File: src/rtl/sbase_timer_pkg.sv
// Shared definitions for the sbase timer family (one-shot timer and pulse meter).
//   state_t  : measurement/timing state machine states
//   SBASE_BW : default counter width shared across the family
package sbase_timer_pkg;

  localparam int unsigned SBASE_BW = 24;

  typedef enum logic [1:0] {
    IDLE,
    WAIT_LOW,
    WAIT_RISE,
    MEASURE
  } state_t;

endpackage

File: src/rtl/sbase_pulse_meter_if.sv
// Pulse meter signal bundle.
//   PIN   : asynchronous pulse input to measure
//   ARM   : one-cycle arm/re-arm strobe
//   MODE  : 0 = single-shot, 1 = continuous
//   WIDTH : last captured high width in clock cycles
//   VALID : one-cycle strobe, WIDTH/OVF updated
//   OVF   : last capture saturated
//   BUSY  : meter is not idle
// master drives PIN/ARM/MODE; slave is the meter.
interface sbase_pulse_meter_if import sbase_timer_pkg::*; #(
  parameter int unsigned BW = SBASE_BW
) ();

  logic          PIN;
  logic          ARM;
  logic          MODE;
  logic [BW-1:0] WIDTH;
  logic          VALID;
  logic          OVF;
  logic          BUSY;

  modport master (output PIN, ARM, MODE, input WIDTH, VALID, OVF, BUSY);
  modport slave  (input PIN, ARM, MODE, output WIDTH, VALID, OVF, BUSY);

endinterface

File: src/rtl/sbase_sync_edge.sv
// Two-flop synchronizer for an asynchronous input plus a delay flop for
// rising-edge detection.
//   CLK   : system clock
//   R     : asynchronous active-high reset
//   PIN   : asynchronous input
//   pin_s : synchronized input (2 cycles after PIN)
//   rise  : pin_s high this cycle and low the cycle before
module sbase_sync_edge (
  input  logic CLK,
  input  logic R,
  input  logic PIN,
  output logic pin_s,
  output logic rise
);

  logic meta;
  logic sync;
  logic sync_d;

  always_ff @(posedge CLK or posedge R) begin
    if (R) begin
      meta   <= 1'b0;
      sync   <= 1'b0;
      sync_d <= 1'b0;
    end else begin
      meta   <= PIN;
      sync   <= meta;
      sync_d <= sync;
    end
  end

  assign pin_s = sync;
  assign rise  = sync & ~sync_d;

endmodule

File: src/rtl/sbase_pulse_meter.sv
// Pulse width meter: measures the high width of PIN in CLK cycles.
// Single-shot mode captures one pulse per ARM; continuous mode keeps
// capturing every pulse after the first ARM.
//   CLK : system clock
//   R   : asynchronous active-high reset
//   bus : slave side of sbase_pulse_meter_if (PIN/ARM/MODE in,
//         WIDTH/VALID/OVF/BUSY out)
module sbase_pulse_meter import sbase_timer_pkg::*; #(
  parameter int unsigned BW = SBASE_BW
) (
  input logic                 CLK,
  input logic                 R,
  sbase_pulse_meter_if.slave  bus
);

  localparam logic [BW-1:0] CNT_MAX = '1;
  localparam logic [BW-1:0] CNT_ONE = BW'(1);

  logic          pin_s;
  logic          rise;
  state_t        state;
  logic [BW-1:0] count;
  logic [BW-1:0] width;
  logic          valid;
  logic          ovf;
  logic          busy;

  sbase_sync_edge u_sync (
    .CLK   (CLK),
    .R     (R),
    .PIN   (bus.PIN),
    .pin_s (pin_s),
    .rise  (rise)
  );

  always_ff @(posedge CLK or posedge R) begin
    if (R) begin
      state <= IDLE;
      count <= '0;
      width <= '0;
      valid <= 1'b0;
      ovf   <= 1'b0;
      busy  <= 1'b0;
    end else begin
      valid <= 1'b0;
      // ARM overrides everything, including a capture in the same cycle.
      if (bus.ARM) begin
        state <= WAIT_LOW;
        count <= '0;
        busy  <= 1'b1;
      end else begin
        case (state)
          IDLE: ;
          WAIT_LOW: begin
            if (!pin_s) state <= WAIT_RISE;
          end
          WAIT_RISE: begin
            if (rise) begin
              state <= MEASURE;
              count <= CNT_ONE;
            end
          end
          MEASURE: begin
            if (pin_s) begin
              if (count != CNT_MAX) count <= count + CNT_ONE;
            end else begin
              width <= count;
              ovf   <= (count == CNT_MAX);
              valid <= 1'b1;
              if (bus.MODE) begin
                state <= WAIT_RISE;
              end else begin
                state <= IDLE;
                busy  <= 1'b0;
              end
            end
          end
          default: state <= IDLE;
        endcase
      end
    end
  end

  assign bus.WIDTH = width;
  assign bus.VALID = valid;
  assign bus.OVF   = ovf;
  assign bus.BUSY  = busy;

endmodule
File: src/flat_wrapper.sv
// flat-port wrapper written by rule: the top's interface ports become plain ports
module sbase_pulse_meter_flat import sbase_timer_pkg::*;
#(
  parameter int unsigned BW = SBASE_BW
)
  (CLK, R, bus_PIN, bus_ARM, bus_MODE, bus_WIDTH, bus_VALID, bus_OVF, bus_BUSY);
  sbase_pulse_meter_if #(.BW(BW)) bus_i ();
  input logic CLK;
  input logic R;
  input wire logic [$bits(bus_i.PIN)-1:0] bus_PIN;
  input wire logic [$bits(bus_i.ARM)-1:0] bus_ARM;
  input wire logic [$bits(bus_i.MODE)-1:0] bus_MODE;
  output wire logic [$bits(bus_i.WIDTH)-1:0] bus_WIDTH;
  output wire logic [$bits(bus_i.VALID)-1:0] bus_VALID;
  output wire logic [$bits(bus_i.OVF)-1:0] bus_OVF;
  output wire logic [$bits(bus_i.BUSY)-1:0] bus_BUSY;
  assign bus_i.PIN = bus_PIN;
  assign bus_i.ARM = bus_ARM;
  assign bus_i.MODE = bus_MODE;
  assign bus_WIDTH = bus_i.WIDTH;
  assign bus_VALID = bus_i.VALID;
  assign bus_OVF = bus_i.OVF;
  assign bus_BUSY = bus_i.BUSY;
  sbase_pulse_meter #(.BW(BW)) u_core (.CLK(CLK), .R(R), .bus(bus_i));
endmodule
File: config.mk
export PLATFORM = sky130hd
export DESIGN_NAME = sbase_pulse_meter_flat
export DESIGN_NICKNAME = d
export VERILOG_FILES = /design/src/rtl/sbase_timer_pkg.sv /design/src/rtl/sbase_pulse_meter_if.sv /design/src/rtl/sbase_sync_edge.sv /design/src/rtl/sbase_pulse_meter.sv /design/src/flat_wrapper.sv
export SDC_FILE = /design/constraint.sdc
export NUM_CORES = 1
export LEC_CHECK = 0
export CORE_ASPECT_RATIO = 1.1
export CORE_MARGIN = 5
export CORE_UTILIZATION = 55
export CTS_CLUSTER_DIAMETER = 100
export DETAILED_ROUTE_END_ITERATION = 10
export PLACE_DENSITY = 0.79
export SLEW_MARGIN = 10
export SYNTH_ARGS = -nofsm -noshare
export SYNTH_HDL_FRONTEND = slang
export SYNTH_SLANG_ARGS = --single-unit
export TNS_END_PERCENT = 20
File: constraint.sdc
create_clock -name CLK -period 5.5 [get_ports CLK]
set_input_delay 1.1 -clock CLK [delete_from_list [all_inputs] [get_ports CLK]]
set_output_delay 1.1 -clock CLK [all_outputs]
set_load 0.005 [all_outputs]
After elaboration in Yosys (flattened, before gate mapping)
Cells that the tools add are included.
- flip-flop bits (word level): 56
- bits of input ports: 5
- output and inout port bits: 27
- add/sub/neg operators: 1
- equality and inequality tests: 12
- mux-type cells: 18
- bitwise gates (word level): 4
- reduce and logical (&&, ||, !) cells: 7
- operators by type and width (cell ; number):
    $mux W24 ; 4
    $pmux W24 S2 ; 1
    $add A24 B1 Y24 const B ; 1
    $eq A24 B24 Y1 const B ; 1
    $ne A24 B24 Y1 const B ; 1
    $mux W2 ; 5
    $ne A3 B3 Y1 const B ; 3
    $reduce_and A4 Y1 ; 2
    $mux W1 ; 7
    $ne A3 B2 Y1 const B ; 2
    $pmux W2 S3 ; 1
    $reduce_and A3 Y1 ; 2
    $eq A2 B2 Y1 const B ; 2
    $ne A2 B2 Y1 const B ; 2
    $reduce_bool A4 Y1 ; 1
    $not A1 Y1 ; 3
    $reduce_bool A3 Y1 ; 1
    $eq A2 B1 Y1 const B ; 1
    $reduce_bool A2 Y1 ; 1
    $and A1 B1 Y1 ; 1

Logic depth before layout (Yosys ltp)
Gate-level depths: netlist of the first run.
- depth after elaboration: 5
- gate-level depth with buffers: 7
- depth with buffers taken out: 6

By module
Synthesis of the first run repeated with hierarchy kept, for this count alone.
- cell total of the unflattened synthesis: 246
- area, all modules: 2658.8 um2
- modules (own cells, without submodules) (module ; times used ; cells an instance ; area an instance (um2)):
    sbase_pulse_meter ; 1 ; 241 ; 2566.2
    sbase_sync_edge ; 1 ; 5 ; 92.6

Least setup slack after synthesis of the first run
Ideal clock, no wire load.
- path kind: in2reg
- start point: input port bus_ARM
- end point: register u_core.count[18]
- library setup time: 0.076 ns
- arrival time: 2.294 ns
- required time: 5.424 ns
- setup slack: 3.130 ns
- stages on the path: 6
- buffers on the path: 1
- path through: and3b_1 > clkbuf_1 > nand2_1 > a21o_1 > or3_1 > o21ai_1
- cells in the longest elaborated chain, start to end: 2
- ends and longest elaborated chain (item ; RTL line ; source):
    start, declared ; flat_wrapper.sv:11 ; input wire logic [$bits(bus_i.ARM)-1:0] bus_ARM;
    $ne A3 B2 Y1 (no source line), or another cell as far along ; n/a ;
    $reduce_and A4 Y1 (no source line) ; n/a ;
    end signal, assigned ; sbase_pulse_meter.sv:65 ; if (count != CNT_MAX) count <= count + CNT_ONE;
    end, declared ; sbase_pulse_meter.sv:22 ; logic [BW-1:0] count;
Parallel ways exist; a longest one is shown, timed or not.
A chain may end at the register's enable or synchronous reset.

Worst setup path in the final report of the first run
- start point: input port bus_ARM
- end point: register u_core.width[23], in the netlist u_core.bus.WIDTH[23]
- cells in the longest elaborated chain, start to end: 2
- ends and longest elaborated chain (item ; RTL line ; source):
    $not A1 Y1 (no source line) ; n/a ;
    $reduce_and A3 Y1 (no source line) ; n/a ;
    end signal, assigned ; sbase_pulse_meter.sv:67 ; width <= count;
    end, declared ; sbase_pulse_meter.sv:23 ; logic [BW-1:0] width;
No other way between the ends.

==> results of run 1 <==
==> cell families (layout without fill, tap and decap cells) <==
family / count (synthesis) / count (layout) / synth area share (%)
flip-flops: 56 / 56 / 54.2
buffers and inverters: 20 / 51 / 3.48
AND/OR/NAND/NOR: 73 / 73 / 16.3
AO/OA/AOI/OAI: 57 / 57 / 13.3
adder cells (fa/ha/maj): 1 / 1 / 0.483
XOR/XNOR: 3 / 3 / 1.02
multiplexers: 26 / 26 / 11.2
==> how the worst max path moves through the flow <==
stage,endpoint,from,cells past startpoint,slack [ns]
2_1_floorplan,u_core.bus.BUSY$_DFFE_PP0P_,R,1,3.03
3_3_place_gp,u_core.bus.WIDTH[9]$_DFFE_PP0P_,bus_ARM,5,2.19
3_5_place_dp,u_core.bus.WIDTH[9]$_DFFE_PP0P_,bus_ARM,5,2.13
4_1_cts,u_core.bus.WIDTH[9]$_DFFE_PP0P_,bus_ARM,5,2.46
5_1_grt,u_core.bus.WIDTH[17]$_DFFE_PP0P_,bus_ARM,5,2.37
6_report,u_core.bus.WIDTH[23]$_DFFE_PP0P_,bus_ARM,5,2.49
==> cell type report <==
cell class	instances	area (um^2)	area share (%)
well taps	56	70.1	2.29
flip-flops and latches	56	1400	45.8
clock buffers	7	96.3	3.15
multi-input cells	160	1100	35.9
inverters	10	37.5	1.23
repair buffers	33	325	10.6
clock inverters	1	30.0	0.982
==> state kept, by name, summed over array words and instances (netlist names) <==
name and flops:
u_core.u_sync.pin_s 1, u_core.bus.BUSY 1, u_core.u_sync.sync_d 1, u_core.state 2, u_core.bus.OVF 1, u_core.bus.WIDTH 24, u_core.bus.VALID 1, u_core.u_sync.meta 1
u_core.count 24
==> stage by stage <==
step | cells | setup slack [ns] | utilization (%)
2_1_floorplan | 236 | 3.03 | -
3_3_place_gp | 315 | 2.19 | 63.4
3_5_place_dp | 315 | 2.13 | 63.4
4_1_cts | 323 | 2.46 | 66.2
5_1_grt | 323 | 2.37 | 66.2
6_report | 323 | 2.49 | 66.2
==> power by group through the flow <==
stage	Sequential [W]	Clock, W	Combinational, W
floorplan	0.000439	0	0.0000332
global placement	0.000440	0	0.0000554
detailed placement	0.000441	0	0.0000562
CTS	0.000433	0.000297	0.0000565
global route	0.000435	0.000313	0.0000623
finish	0.000432	0.000289	0.0000551
==> cells in the final DEF, fill, tap and decap left out, types with 3 or more instances in the layout <==
cell,n
o21ai_1,4
dfrtp_1,56
o21ai_0,18
nor2_1,5
nand4_1,11
nor4_1,4
clkdlybuf4s50_1,31
nand2_1,18
or3_1,5
nor3_1,6
inv_1,9
nand3_1,8
and4_1,3
a31oi_1,6
mux2_2,24
and3_1,4
clkbuf_8,7
a21oi_1,15
==> metal layers <==
| layer | wire, um | vias up |
|---|---|---|
| met4 | 113 | 0 |
| met3 | 306 | 11 |
| li1 | - | 926 |
| met5 | 0 | - |
| met1 | 2250 | 924 |
| met2 | 2420 | 62 |
==> results.tsv, run 1 <==
metric	value	unit
status	finished, final reports clean	
routedWlPerCell	15.8	um
reg2reg_depth	6	
ys_async_sr_fraction	100	%
cp-start-kind	input pin	
end_kind	flip-flop	
cts_made_buffers	5	
final-setup-viol-count	0	
wl	5100	um
grt_pass1_vias	1896	
syn-cell-area	2590	um^2
cts_tree	built	
initial_utilization	56.0	%
synth_enable_flop_cells	0	
hp-class	flip-flop to flip-flop	
synth_most_common_cell	dfrtp_1	
cts-resized-gates	0	
crit_buf_inv	2	
synth.ff_latch_count	56	
synthCells	236	
vias	1923	
grt_util_met3	3.79	%
gr-total-overflow	0	
use_met1	24.6	%
num_rows	26	
diodes	0	
cts_buffer_depth	2	
htree_num_levels	2	
fp.dieH	81.9	um
final_area	3060	um^2
min_from	u_core.u_sync.meta$_DFF_PP0_	
p_leak	1.36	nW
ir_drop	0.000210	V
detailedRoute.firstPassIterationCount	4	
fin_crit_sh	54.8	%
drive_gt1_share	15.4	%
clk_latency	0.31	ns
p_int	0.000610	W
power_density	254	nW/um^2
die_w	75.4	um
rsz0062_at_grt	false	
pwr-share-seq	55.7	%
gp_congestion	0.820	
synth_fp_nets	242	
cap_violations	0	
yosysUniqueCellTypes	43	
fin_hold_ws	0.363	ns
hold_depth	0	
worstHoldEndpoint	u_core.u_sync.pin_s$_DFF_PP0_	
cts.sinks	56	
fin_crit	3.01	ns
avgSynthCellArea	11.0	um^2
crit_slowest_cell	clkdlybuf4s50_1	
slowest_delay	0.50	ns
postPlaceCellArea	2930	um^2
num_io_pins	32	
antenna_found_initial	0	
ys.flop_type	dfrtp_1	
core	4620	um^2
grt_usage	18.4	%
fmax	0.332	GHz
syn_to_final_growth	18.1	%
nFillCells	378	
fin_tns_setup	0	ns
grt_pass1_wl	8710	um
port_buffers	31	
root_buffer	clkbuf_8	
cts_setup_buffers	0	
sw_frac_of_total	21.5	%
arrival	3.21	ns
worstMarginPinSlew	0.682	ns
synth_area_leader_cell	dfrtp_1	
clkTransAtPathRegs	0.09	ns
critPathTopFamily	simple AND/OR/NAND/NOR gates	
drv_slew	0	
grt_use_met2	28.4	%
synth_common_cells	56 x dfrtp_1, 24 x mux2_2, 18 x nand2_1, 18 x o21ai_0, 15 x a21oi_1	
cp_max_fo	15	
first_iter_violations	174	
drc	0	
power_frac_comb	7.1	%
clkPwrFrac	37.2	%
synth_top_area_share	54.2	%
path_class	input pin to flip-flop	
rr_startpoint	u_core.count[0]$_DFFE_PP0P_	
r2r-end	u_core.count[22]$_DFFE_PP0P_	
fin_nets	272	
grt_max_degree	57	
hold_viol_final	0	
synth_seq_area_share	54.2	%
cp.required	5.70	ns
path_cells	clkdlybuf4s50_1 -> or2_2 -> nor2_2 -> buf_4 -> mux2_2	
synth_area_leaders	dfrtp_1 54%, mux2_2 10%, o21ai_0 3.5%	
cts_hold_buf	0	
top_usage_layer	met2	
vias_per_cell	5.95	
power	0.000776	W
rrSetupSlack	2.91	ns
power.switching	0.000167	W
dieArea	6180	um^2
ys_warn_count	0	
place_hpwl	3440	um
max_slew_margin	54.5	%
antenna_left	0	
skew	0.00809	ns
Note: power is estimated with default switching activity, not from simulation.
==> run 2, diff against run 1 <==
clock period = 3.05 ns   (was 5.5 ns; I/O delays follow)
==> results.tsv, run 2 (synthesis results as in run 1) <==
metric	value	unit	change
grt_use_met2	30.3	%	+1.9 points
antenna_left	0		unchanged
drv_slew	0		unchanged
port_buffers	31		unchanged
cts_made_buffers	5		unchanged
crit_buf_inv	1		-1
detailedRoute.firstPassIterationCount	4		unchanged
clk_latency	0.31	ns	about the same
final-setup-viol-count	0		unchanged
power_density	429	nW/um^2	+69%
cts_setup_buffers	0		unchanged
cp.required	3.25	ns	-2.45 ns
cts.sinks	56		unchanged
final_common_cell	dfrtp_1		
worstMarginPinSlew	0.672	ns	-0.0104 ns
drc	0		unchanged
fin_nets	276		+1.5%
cts_hold_buf	0		unchanged
path_class	flip-flop to flip-flop		
skew	0.00611	ns	-0.00198 ns
grt_max_degree	23		-60%
wl	5140	um	+0.96%
fin_util	66.2	%	unchanged
place_hpwl	3580	um	+4.3%
dieArea	6180	um^2	unchanged
end_kind	flip-flop		
hold_viol_final	0		unchanged
ir_drop	0.000331	V	+58%
final_cell_mix	56 x dfrtp_1, 31 x clkdlybuf4s50_1, 24 x mux2_2		
num_io_pins	32		unchanged
critPathTopFamily	simple AND/OR/NAND/NOR gates		
routedWlPerCell	15.8	um	about the same
grt_usage	19.1	%	+0.72 points
gp_congestion	0.886		+8.1%
gr-total-overflow	0		unchanged
fin_crit_sh	80.5	%	
cts_tree	built		
syn_to_final_growth	18.1	%	unchanged
first_iter_violations	115		-34%
cp-start-kind	flip-flop		
cts-resized-gates	0		unchanged
diodes	0		unchanged
die_w	75.4	um	unchanged
grt_pass1_wl	9060	um	+4.0%
slowest_delay	0.50	ns	about the same
crit_slowest_cell	nor4_4		
antenna_found_initial	0		unchanged
htree_num_levels	2		unchanged
drive_gt1_share	16.3	%	+0.94 points
p_leak	1.37	nW	+0.47%
vias_per_cell	5.98		+0.42%
max_slew_margin	54.9	%	+0.35 points
core	4620	um^2	unchanged
cp_max_fo	10		-5
arrival	2.66	ns	-0.55 ns
status	finished, final reports clean		
grt_pass1_vias	1923		+1.4%
fin_crit	2.46	ns	
fp.dieH	81.9	um	unchanged
cts_buffer_depth	2		unchanged
path_cells	ha_1 -> nand3_1 -> nor4_4 -> buf_4 -> a21o_1 -> nor3_1 -> a211o_1		
clkTransAtPathRegs	0.09	ns	about the same
rsz0062_at_grt	false		
root_buffer	clkbuf_8		
fin_tns_setup	0	ns	unchanged
vias	1949		+1.4%
fmax	0.407	GHz	
top_usage_layer	met2		
fin_hold_ws	0.360	ns	-0.00268 ns
rrSetupSlack	0.59	ns	-2.32 ns
use_met1	25.9	%	+1.3 points
cap_violations	0		unchanged
initial_utilization	56.0	%	unchanged
num_rows	26		unchanged
grt_util_met3	3.92	%	+0.12 points
hp-class	flip-flop to flip-flop		
==> run 2: changes by cell type in the layout (fill, tap and decap cells not counted), sizes merged <==
cell	before	now
buf	2	6
bufinv	1	0
==> run 2: metrics by stage <==
stage               power [W]  setup WS [ns]  cell area [um^2]  cells
finish                0.00131          0.594              3060    326
global route          0.00137          0.425              3060    326
CTS                   0.00132          0.621              3060    326
detailed placement   0.000899          0.338              2960    319
global placement     0.000896          0.475              2960    319
floorplan            0.000851           1.07              2590    236
==> run 2: worst paths after layout <==
path | from | end | cells past startpoint
max in group asynchronous | R | u_core.count[21]$_DFFE_PP0P_ | 3
min in group asynchronous | R | u_core.bus.WIDTH[1]$_DFFE_PP0P_ | 2
worst max register to register | u_core.count[0]$_DFFE_PP0P_ | u_core.count[22]$_DFFE_PP0P_ | 7
worst min register to register | u_core.u_sync.meta$_DFF_PP0_ | u_core.u_sync.pin_s$_DFF_PP0_ | 0
worst min-delay path | u_core.u_sync.meta$_DFF_PP0_ | u_core.u_sync.pin_s$_DFF_PP0_ | 0
worst max-delay path | u_core.count[0]$_DFFE_PP0P_ | u_core.count[22]$_DFFE_PP0P_ | 7
==> run 2: final cells by class <==
class / instances / area (um^2)
fillers: 363 / 1560
flip-flops and latches: 56 / 1400
multi-input cells: 160 / 1100
repair buffers: 37 / 355
clock buffers: 7 / 96.3
well taps: 56 / 70.1
inverters: 10 / 37.5
==> run 2: metal layers <==
| layer | vias to the layer above | routed length, um |
|---|---|---|
| li1 | 936 | - |
| met2 | 44 | 2480 |
| met3 | 5 | 227 |
| met1 | 964 | 2370 |
| met5 | - | 0 |
| met4 | 0 | 58 |
==> run 2: report_power, final <==
group          leakage [nW]  switching, W  internal [W]
Combinational         0.554     0.0000533     0.0000507
Clock                0.0503      0.000226      0.000203
Sequential            0.761     0.0000177      0.000761
Total                  1.37      0.000297       0.00101
==> run 3, diff against run 2 <==
CORE_UTILIZATION = 49   (was 55)
PLACE_DENSITY = 0.75   (was 0.79)
clock period = 2.22 ns   (was 3.05 ns; I/O delays follow)
==> results.tsv, run 3 (synthesis results as in run 1) <==
metric	value	unit	change
status	finished, final reports clean		
p_leak	1.42	nW	+3.9%
cts_setup_buffers	0		unchanged
gp_congestion	0.848		-4.2%
cts.sinks	56		unchanged
grt_pass1_vias	1958		+1.8%
detailedRoute.firstPassIterationCount	4		unchanged
wl	4980	um	-3.2%
cts_buffer_depth	2		unchanged
reg2reg_depth	7		unchanged
syn_to_final_growth	21.8	%	
hold_depth	0		unchanged
worstMarginPinSlew	0.460	ns	-0.212 ns
power_density	569	nW/um^2	+33%
final-setup-viol-count	0		unchanged
core	5070	um^2	+9.7%
first_iter_violations	149		+30%
end_kind	flip-flop		
hp-class	flip-flop to flip-flop		
vias_per_cell	5.76		-3.6%
clk_latency	0.31	ns	about the same
antenna_found_initial	0		unchanged
cap_violations	0		unchanged
drc	0		unchanged
fin_nets	287		+4.0%
max_slew_margin	69.1	%	+14 points
pre_cts_ws	0.115	ns	-0.222 ns
htree_num_levels	2		unchanged
nFillCells	417		+15%
final_common_cell	dfrtp_1		
cp-start-kind	flip-flop		
initial_utilization	51.1	%	-5.0 points
worst_slack	0.199	ns	-0.394 ns
fin_tns_setup	0	ns	unchanged
final_cell_mix	56 x dfrtp_1, 31 x clkdlybuf4s50_1, 24 x mux2_2		
hold_viol_final	0		unchanged
antenna_left	0		unchanged
rrSetupSlack	0.20	ns	-0.39 ns
grt_usage	16.3	%	-2.8 points
cts_hold_buf	0		unchanged
path_class	flip-flop to flip-flop		
skew	0.00988	ns	+0.00377 ns
grt_pass1_wl	9090	um	+0.31%
place_hpwl	3560	um	-0.67%
ir_drop	0.000318	V	-3.9%
fin_crit_sh	91.0	%	+10 points
fin_util	62.2	%	-4.0 points
fp.dieH	86.2	um	+5.2%
dieArea	6840	um^2	+11%
num_rows	27		+3.8%
cts_made_buffers	5		unchanged
root_buffer	clkbuf_8		
diodes	0		unchanged
arrival	2.23	ns	-0.43 ns
port_buffers	31		unchanged
cp_max_fo	10		unchanged
grt_max_degree	57		+150%
clkTransAtPathRegs	0.10	ns	about the same
drive_gt1_share	19.5	%	+3.2 points
layoutNonFillerInstCount	340		+4.3%
gr-total-overflow	0		unchanged
routedWlPerCell	14.6	um	-7.2%
fmax	0.495	GHz	+22%
rr_startpoint	u_core.count[1]$_DFFE_PP0P_		
power	0.00179	W	+37%
die_w	79.3	um	+5.2%
num_io_pins	32		unchanged
dp.cells	332		+4.1%
cts_tree	built		
min_from	u_core.u_sync.meta$_DFF_PP0_		
worstHoldEndpoint	u_core.u_sync.pin_s$_DFF_PP0_		
rsz0062_at_grt	false		
vias	1959		+0.51%
r2r-end	u_core.count[22]$_DFFE_PP0P_		
cp.required	2.42	ns	-0.83 ns
cts-resized-gates	0		unchanged
fin_crit	2.02	ns	-0.436 ns
drv_slew	0		unchanged
[run 3: changes by cell type in the layout (fill, tap and decap cells not counted)]
cell / before / now
clkbuf_1: 0 / 1
buf_4: 6 / 16
clkbuf_8: 7 / 6
buf_12: 0 / 1
clkinvlp_4: 0 / 1
[run 3: area by class of cell]
class	count	area, um^2	area share, %
clock buffer	7	86.3	2.74
clock inverter	1	7.51	0.238
inverter	10	37.5	1.19
multi-input combinational	160	1100	34.8
sequential	56	1400	44.5
tap	58	72.6	2.30
timing repair buffer	48	450	14.3
[run 3: power by group]
group | switching (W) | internal (W) | leakage (nW) | total [W]
logic | 0.0000755 | 0.0000798 | 0.613 | 0.000155
registers | 0.0000208 | 0.00105 | 0.761 | 0.00107
clock network | 0.000316 | 0.000254 | 0.0445 | 0.000571
total | 0.000413 | 0.00138 | 1.42 | 0.00179
[run 3: worst max-delay path by stage]
stage | from | endpoint | slack [ns] | cells after the start
2_1_floorplan | u_core.count[0]$_DFFE_PP0P_ | u_core.count[22]$_DFFE_PP0P_ | 0.26 | 6
3_5_place_dp | bus_ARM | u_core.count[22]$_DFFE_PP0P_ | 0.12 | 5
4_1_cts | u_core.count[1]$_DFFE_PP0P_ | u_core.count[22]$_DFFE_PP0P_ | 0.20 | 7
6_report | u_core.count[1]$_DFFE_PP0P_ | u_core.count[22]$_DFFE_PP0P_ | 0.20 | 7
3_3_place_gp | bus_ARM | u_core.count[22]$_DFFE_PP0P_ | 0.15 | 5
5_1_grt | u_core.count[1]$_DFFE_PP0P_ | u_core.count[22]$_DFFE_PP0P_ | 0.03 | 7
[run 3: per-stage QoR]
| step | area [um^2] | hold WS, ns |
|---|---|---|
| final | 3150 | 0.358 |
| after global routing | 3150 | 0.367 |
| after CTS | 3150 | 0.364 |
| after detailed placement | 3060 | 0.339 |
| after global placement | 3060 | 0.332 |
| after floorplan | 2590 | 0.331 |
[run 3: critical path: stages (launching register included)]
cell	delay, ns
dfrtp_1	0.44
ha_1	0.25
nand3_1	0.15
nor4_4	0.23
buf_4	0.22
a21o_1	0.31
nor3_1	0.09
a211o_1	0.23
[run 3: layer usage]
layer / track usage [%] / wire (um) / up-vias
li1: - / - / 967
met1: 22.5 / 2390 / 952
met2: 26.3 / 2350 / 32
met3: 3.85 / 173 / 8
met4: 3.44 / 60 / 0
met5: 0 / 0 / -
